**src/rtl/button_reader.sv**
```systemverilog
// button_reader: synchronizes and debounces raw push-buttons and turns them
// into clean levels, press/release/long-press strobes and a press counter.
module button_reader #(
  parameter int unsigned NUM_BTN           = 3,
  parameter int unsigned DEBOUNCE_CYCLES   = 270000,
  parameter int unsigned LONG_PRESS_CYCLES = 13500000,
  parameter bit          ACTIVE_LOW        = 1'b1
) (
  input  logic               clk,
  input  logic               rst_n,
  input  logic [NUM_BTN-1:0] btn_in,
  output logic [NUM_BTN-1:0] btn_state,
  output logic [NUM_BTN-1:0] press_pulse,
  output logic [NUM_BTN-1:0] release_pulse,
  output logic [NUM_BTN-1:0] long_pulse,
  output logic [7:0]         press_count
);

  localparam int unsigned DW = (DEBOUNCE_CYCLES < 2) ? 1 : $clog2(DEBOUNCE_CYCLES + 1);
  localparam int unsigned HW = (LONG_PRESS_CYCLES < 2) ? 1 : $clog2(LONG_PRESS_CYCLES + 1);

  localparam logic [DW-1:0]      DEB_LAST  = DW'(DEBOUNCE_CYCLES - 1);
  localparam logic [HW-1:0]      HOLD_MAX  = HW'(LONG_PRESS_CYCLES);
  localparam logic [HW-1:0]      HOLD_LAST = HW'(LONG_PRESS_CYCLES - 1);
  localparam logic [NUM_BTN-1:0] RELEASED  = {NUM_BTN{ACTIVE_LOW}};

  logic [NUM_BTN-1:0] sync1_q, sync2_q;
  logic [NUM_BTN-1:0] pressed_s;

  logic [DW-1:0]      deb_cnt_q  [NUM_BTN];
  logic [DW-1:0]      deb_cnt_d  [NUM_BTN];
  logic [HW-1:0]      hold_cnt_q [NUM_BTN];
  logic [HW-1:0]      hold_cnt_d [NUM_BTN];

  logic [NUM_BTN-1:0] state_q, state_d;
  logic [NUM_BTN-1:0] press_q, press_d;
  logic [NUM_BTN-1:0] rel_q, rel_d;
  logic [NUM_BTN-1:0] long_q, long_d;
  logic [7:0]         count_q, count_d;
  logic [7:0]         press_inc;

  // Second synchronizer stage normalized so 1 always means pressed.
  assign pressed_s = sync2_q ^ RELEASED;

  // Two-flop synchronizer; reset loads the released level to avoid a false press.
  always_ff @(posedge clk) begin
    if (!rst_n) begin
      sync1_q <= RELEASED;
      sync2_q <= RELEASED;
    end else begin
      sync1_q <= btn_in;
      sync2_q <= sync1_q;
    end
  end

  // Debounce, pulse, long-press and press-count next-state logic.
  always_comb begin
    state_d   = state_q;
    press_d   = '0;
    rel_d     = '0;
    long_d    = '0;
    press_inc = '0;
    for (int unsigned i = 0; i < NUM_BTN; i++) begin
      deb_cnt_d[i]  = deb_cnt_q[i];
      hold_cnt_d[i] = hold_cnt_q[i];

      if (pressed_s[i] == state_q[i]) begin
        deb_cnt_d[i] = '0;
      end else if (deb_cnt_q[i] == DEB_LAST) begin
        state_d[i]   = ~state_q[i];
        deb_cnt_d[i] = '0;
      end else begin
        deb_cnt_d[i] = deb_cnt_q[i] + DW'(1);
      end

      // Pulses are computed from the edge-to-edge level change so they land
      // in the first cycle of the new debounced level.
      press_d[i] = state_d[i] & ~state_q[i];
      rel_d[i]   = ~state_d[i] & state_q[i];

      // hold_cnt holds the 1-based index of the current pressed cycle and
      // saturates at the threshold, so the strobe fires once per press.
      if (!state_d[i]) begin
        hold_cnt_d[i] = '0;
      end else if (hold_cnt_q[i] != HOLD_MAX) begin
        hold_cnt_d[i] = hold_cnt_q[i] + HW'(1);
      end
      long_d[i] = state_d[i] && (hold_cnt_q[i] == HOLD_LAST);

      press_inc = press_inc + 8'(press_q[i]);
    end
    count_d = count_q + press_inc;
  end

  // State registers for all per-button and shared outputs.
  always_ff @(posedge clk) begin
    if (!rst_n) begin
      state_q <= '0;
      press_q <= '0;
      rel_q   <= '0;
      long_q  <= '0;
      count_q <= '0;
      for (int unsigned i = 0; i < NUM_BTN; i++) begin
        deb_cnt_q[i]  <= '0;
        hold_cnt_q[i] <= '0;
      end
    end else begin
      state_q <= state_d;
      press_q <= press_d;
      rel_q   <= rel_d;
      long_q  <= long_d;
      count_q <= count_d;
      for (int unsigned i = 0; i < NUM_BTN; i++) begin
        deb_cnt_q[i]  <= deb_cnt_d[i];
        hold_cnt_q[i] <= hold_cnt_d[i];
      end
    end
  end

  assign btn_state     = state_q;
  assign press_pulse   = press_q;
  assign release_pulse = rel_q;
  assign long_pulse    = long_q;
  assign press_count   = count_q;

endmodule

```
**config.mk**
```make
export PLATFORM = sky130hd
export DESIGN_NAME = button_reader
export DESIGN_NICKNAME = d
export VERILOG_FILES = /design/src/rtl/button_reader.sv
export SDC_FILE = /design/constraint.sdc
export NUM_CORES = 1
export LEC_CHECK = 0
export CAP_MARGIN = 20
export CORE_ASPECT_RATIO = 0.5
export CORE_UTILIZATION = 46
export CTS_CLUSTER_DIAMETER = 40
export DETAILED_ROUTE_END_ITERATION = 12
export HOLD_SLACK_MARGIN = 0.06
export SLEW_MARGIN = 20
export SYNTH_ARGS = -nofsm -noshare
export SYNTH_HDL_FRONTEND = slang
export SYNTH_SLANG_ARGS = --single-unit
export TNS_END_PERCENT = 100
```
**constraint.sdc**
```tcl
create_clock -name clk -period 5.8 [get_ports clk]
set_input_delay 0.58 -clock clk [delete_from_list [all_inputs] [get_ports clk]]
set_output_delay 0.58 -clock clk [all_outputs]
set_load 0.005 [all_outputs]
```
Yosys cells after proc, flatten, opt, wreduce, memory -nomap -nowiden
Memory sizes are Yosys's and may differ from the RTL's.
Index checks and enable logic that the tools add are counted.
- register bits: 26
- latch bits: 0
- RAM bits: 129
- memory bits (read-only): 0
- input bits: 5
- output and inout port bits: 20
- word-level logic and storage cells: 78
- memories kept: 2
- memories (name ; depth ; bits a word ; rd ports ; clocked after memory_dff ; wr ports ; line ; RTL):
    hold_cnt_q ; 3 ; 24 ; 3 ; 0 ; 3 ; 32 ; logic [HW-1:0] hold_cnt_q [NUM_BTN];
    deb_cnt_q ; 3 ; 19 ; 3 ; 0 ; 3 ; 30 ; logic [DW-1:0] deb_cnt_q [NUM_BTN];
- add/sub/neg operators: 9
- $mul: 0
- div/mod/pow operators: 0
- order comparisons: 0
- equal/unequal tests: 12
- shifts and indexed selects: 0
- muxes and demuxes: 26
- bitwise logic cells: 19
- reductions and logical operators: 3
- operators by type and width (kind ; count):
    2-to-1 mux 24 bit ; 9
    2-to-1 mux 19 bit ; 9
    adder 24 x 1 -> 24 bit (second input constant) ; 3
    equality test 24 bit (second input constant) ; 3
    inequality test 24 bit (second input constant) ; 3
    adder 19 x 1 -> 19 bit (second input constant) ; 3
    equality test 19 bit (second input constant) ; 3
    adder 8 x 3 -> 8 bit ; 1
    2-to-1 mux 1 bit ; 8
    AND 1 bit ; 6
    inverter 1 bit ; 6
    OR 1 bit ; 6
    adder 2 x 1 -> 3 bit ; 1
    equality test 1 bit ; 3
    logical AND 1 bit ; 3
    inverter 3 bit ; 1
    adder 1 x 1 -> 2 bit ; 1

Longest topological paths before layout
An unclocked memory read counts as a cell.
- depth in word-level cells: 6
- mapped depth: 8
- gate-level depth less buffers: 8

Least setup slack after synthesis
OpenSTA, ideal clock, no wires.
- kind: input-to-reg
- start: in rst_n
- end: reg long_q[2] (netlist: long_pulse[2])
- setup time: 100 ps
- arrival: 1943 ps
- data required time: 5700 ps
- path slack: 3757 ps
- cell stages on the path: 5
- buffers on the path: 2
- cells stage by stage: buf_2 -> clkinv_1 -> or4_1 -> buf_2 -> a2111oi_4
- RTL lines (item ; line ; RTL):
    from (decl) ; 10 ; input logic rst_n,
    to (signal assigned) ; 111 ; long_q <= long_d;
    to (decl) ; 38 ; logic [NUM_BTN-1:0] long_q, long_d;

==> key figures <==
Timing
  – Worst hold slack: 410 ps
  – Total count of hold-check failures in the final report: 0
  – Number of pins exceeding their max-slew limit in the final report: 0
  – Total negative slack: 0 ps
  – Portion of the clock cycle consumed by the worst path in the final layout: 54.3%
  – PnR worst setup slack: 2650 ps
  – Min cycle time layout: 3150 ps
  – Relative slew slack: 34.2%
  – Least-Margin Pin Slew: 986 ps
  – Maximum clock frequency: 0.318 GHz
  – Setup clock skew after layout: 11.2 ps
  – Unrepaired setup endpoints after global routing: no
  – Number of setup violations in the final report: 0

Place
  – Post-Place Worst Slack: 2160 ps
  – Final HPWL from detailed placement: 9230 um
  – Routability congestion estimate: 0.752
  – Count of input and output buffers: 24

Floorplanning
  – Starting utilization of the core area: 48.2%
  – Core Region: 14800 um2
  – Die Span Y: 90.1 um
  – Ports placed on the boundary: 25
  – Horiz. Die Dim: 178 um
  – Die area: 16100 um2
  – Number of placement rows: 31

Global route
  – Congestion Overflow GR: 0
  – Vias in the first global route: 5255
  – Total routing usage reported by global routing: 18.4%
  – Antenna violations before repair: 0
  – Wire length of the first global-routing pass: 24400 um
  – Pin count of the biggest net entering global routing: 28

Clock network
  – Sinks on the clock net: 155
  – Number of H-tree levels: 4
  – Latest clock arrival within the worst-skew pair: 420 ps
  – Clock transition at the register clock pins on the worst setup and hold paths after CTS: 60 ps
  – Num CTS Buffers: 17
  – Hold-fix buffers, CTS: 0
  – Clock tree from TritonCTS: yes
  – PostCTS Resize Cnt: 0
  – Buffers from clock root to sink, at most: 2
  – Setup Fix Bufs, Post-CTS: 0
  – CTS Root Buffer Type: sky130_fd_sc_hd__clkbuf_16

Cells and area
  – Ratio of cells with drive above 1 in the final layout: 6.25%
  – Layout overhead on the synthesized area: 13.0%
  – Commonest cells after routing, fill and taps aside: sky130_fd_sc_hd__dfxtp_1, sky130_fd_sc_hd__xor2_1, sky130_fd_sc_hd__nor2_1
  – Fill cell total of the finished layout: 1335
  – Number of antenna repair diodes: 0
  – Net count of the finished layout: 821
  – Commonest non-fill, non-tap cell in the layout: sky130_fd_sc_hd__dfxtp_1
  – Combined area of the multi-input logic cells: 3780 um2
  – Area used by sequential logic in the layout: 3100 um2

Detailed routing
  – Routed wire length per instance: 13.9 um
  – Post-detailed-routing wire length: 14100 um
  – Number of DRC violations after detailed routing: 0
  – Total number of vias: 5660
  – Number of vias per cell: 5.58
  – Number of search-and-repair iterations in the first detailed-routing pass: 4
  – Iteration-0 DRC count of the detailed router: 341
  – Antenna-violating nets left: 0

Worst setup path
  – Max FO, Critical Path: 27
  – Gate family responsible for the most delay along the worst path: buffers and inverters
  – Number of cells traversed by the worst register-to-register path: 5
  – Data required time at the worst endpoint: 6110 ps
  – Buffering stage count on the worst path with inverters included: 2
  – Endpoint type of the worst setup path: register
  – Critical Path Slowest Stage Cell: sky130_fd_sc_hd__or4_1
  – Startpoint Class: input pin
  – Crit Path Class: in2reg
  – Setup slack of the most critical reg-to-reg path: 3090 ps
  – Reg2reg start: deb_cnt_q[0][0]
  – Cells along the critical path: clkdlybuf4s50_1, clkinv_1, or4_1, a2111oi_4
  – Endpoint arrival time on the critical path: 3460 ps
  – Critical register-to-register path endpoint: long_pulse[0]
  – Slowest cell delay on critical path: 1060 ps

Synthesis
  – Per-instance average area after synthesis: 9.05 um2
  – Mapped Nets: 807
  – Number of instances in the synthesized netlist: 789
  – Number of synthesized register bits: 155
  – Number of synthesized flops with an enable pin: 0
  – Top_reg_cell synth: sky130_fd_sc_hd__dfxtp_1
  – Post-synthesis instance area: 7140 um2
  – Sequential element share of the synthesized area: 43.5%
  – Count of synthesis-stage warnings from yosys: 0
  – Async set-or-reset flop fraction in the synthesized netlist: 0%
  – Distinct cells, synth: 47

Power and ir drop
  – Leakage power: 2.42 nW
  – Areal power density over the cells: 268 nW/um2
  – Peak supply drop: 210 uV

Min path
  – HP Start: sync1_q[0]
  – Cells on Worst Hold Path: 1
  – Worst min-delay path class: reg2reg
  – Sink of the worst hold path: sync2_q[0]

Job
  – Maxcap violations: 0

Run status
  – Status: finished clean
[power by group]
part	switching, mW	internal [mW]
registers	0.00144	1.07
clock network	0.468	0.614
logic	0.00739	0.00512
[cells by family (layout without fill, tap and decap cells)]
| logic type | Yosys count | in the layout | synth area share, % |
|---|---|---|---|
| compound gates | 143 | 143 | 13.1 |
| xor+xnor | 82 | 82 | 10.1 |
| fa+ha+maj | 13 | 13 | 2.49 |
| buf+inv | 55 | 82 | 3.54 |
| flops | 155 | 155 | 43.5 |
| simple gates | 341 | 341 | 27.3 |
[cells in the mapped netlist (3+ instances only)]
| library cell | count | share of area [%] |
|---|---|---|
| sky130_fd_sc_hd__dfxtp_1 | 155 | 43 |
| sky130_fd_sc_hd__a22oi_1 | 33 | 3.5 |
| sky130_fd_sc_hd__ha_1 | 11 | 1.9 |
| sky130_fd_sc_hd__inv_1 | 19 | 1.0 |
| sky130_fd_sc_hd__o21ai_0 | 35 | 2.5 |
| sky130_fd_sc_hd__o211ai_1 | 3 | 0.32 |
| sky130_fd_sc_hd__nor3_1 | 11 | 0.77 |
| sky130_fd_sc_hd__nand3_1 | 44 | 3.1 |
| sky130_fd_sc_hd__nor2b_1 | 3 | 0.26 |
| sky130_fd_sc_hd__and4_1 | 28 | 3.4 |
| sky130_fd_sc_hd__nor4_1 | 9 | 0.79 |
| sky130_fd_sc_hd__nor2_1 | 60 | 3.2 |
| sky130_fd_sc_hd__and3_1 | 8 | 0.70 |
| sky130_fd_sc_hd__nand2_1 | 44 | 2.3 |
| sky130_fd_sc_hd__clkbuf_1 | 20 | 1.1 |
| sky130_fd_sc_hd__or4_1 | 17 | 1.8 |
| sky130_fd_sc_hd__o211ai_2 | 3 | 0.53 |
| sky130_fd_sc_hd__and2_1 | 5 | 0.44 |
| sky130_fd_sc_hd__xnor2_1 | 22 | 2.7 |
| sky130_fd_sc_hd__nor4b_1 | 3 | 0.37 |
| sky130_fd_sc_hd__or3_1 | 37 | 3.2 |
| sky130_fd_sc_hd__a21oi_1 | 49 | 3.4 |
| sky130_fd_sc_hd__o31ai_1 | 7 | 0.74 |
| sky130_fd_sc_hd__nand2b_1 | 11 | 0.96 |
| sky130_fd_sc_hd__xor2_1 | 60 | 7.4 |
| sky130_fd_sc_hd__buf_2 | 10 | 0.70 |
| sky130_fd_sc_hd__nand4b_1 | 4 | 0.49 |
| sky130_fd_sc_hd__buf_6 | 4 | 0.63 |
| sky130_fd_sc_hd__nand4_1 | 48 | 4.2 |
[registers in the layout (all words and copies together), names as in the netlist]
| register | count |
|---|---|
| hold_cnt_q | 72 |
| release_pulse | 3 |
| btn_state | 3 |
| press_pulse | 3 |
| press_count | 8 |
| deb_cnt_q | 57 |
| sync2_q | 3 |
| sync1_q | 3 |
| long_pulse | 3 |
[stage by stage]
step | power [mW] | cell area [um2] | utilization (%) | std cells
2_1_floorplan | 1.10 | 7140 | - | 789
3_3_place_gp | 1.10 | 7490 | 50.6 | 982
3_5_place_dp | 1.11 | 7490 | 50.6 | 982
4_1_cts | 2.19 | 8070 | 54.5 | 1014
5_1_grt | 2.24 | 8070 | 54.5 | 1014
6_report | 2.16 | 8070 | 54.5 | 1014
[cell type report]
class	count	area share (%)
repair buffers	30	3.54
clock buffers	19	5.49
well taps	198	3.07
flip-flops and latches	155	38.5
multi-input cells	579	46.9
inverters	20	0.930
clock inverters	13	1.64
[metal layers]
metal | share of wire [%] | up-vias | track usage [%]
li1 | - | 2949 | -
met1 | 52 | 2656 | 25.0
met2 | 44 | 49 | 29.0
met3 | 3.0 | 6 | 4.53
met4 | 0.56 | 0 | 5.01
met5 | 0 | - | 0
[worst max-delay path by stage]
| stage | start | to | slack, ps | cells past startpoint |
|---|---|---|---|---|
| floorplan | rst_n | long_pulse[2] | 3760 | 5 |
| global placement | rst_n | long_pulse[0] | 2200 | 4 |
| detailed placement | rst_n | long_pulse[1] | 2160 | 4 |
| CTS | rst_n | long_pulse[0] | 2600 | 4 |
| global route | rst_n | long_pulse[1] | 2410 | 4 |
| finish | rst_n | long_pulse[0] | 2650 | 4 |
(Power assumes the default switching activity.)
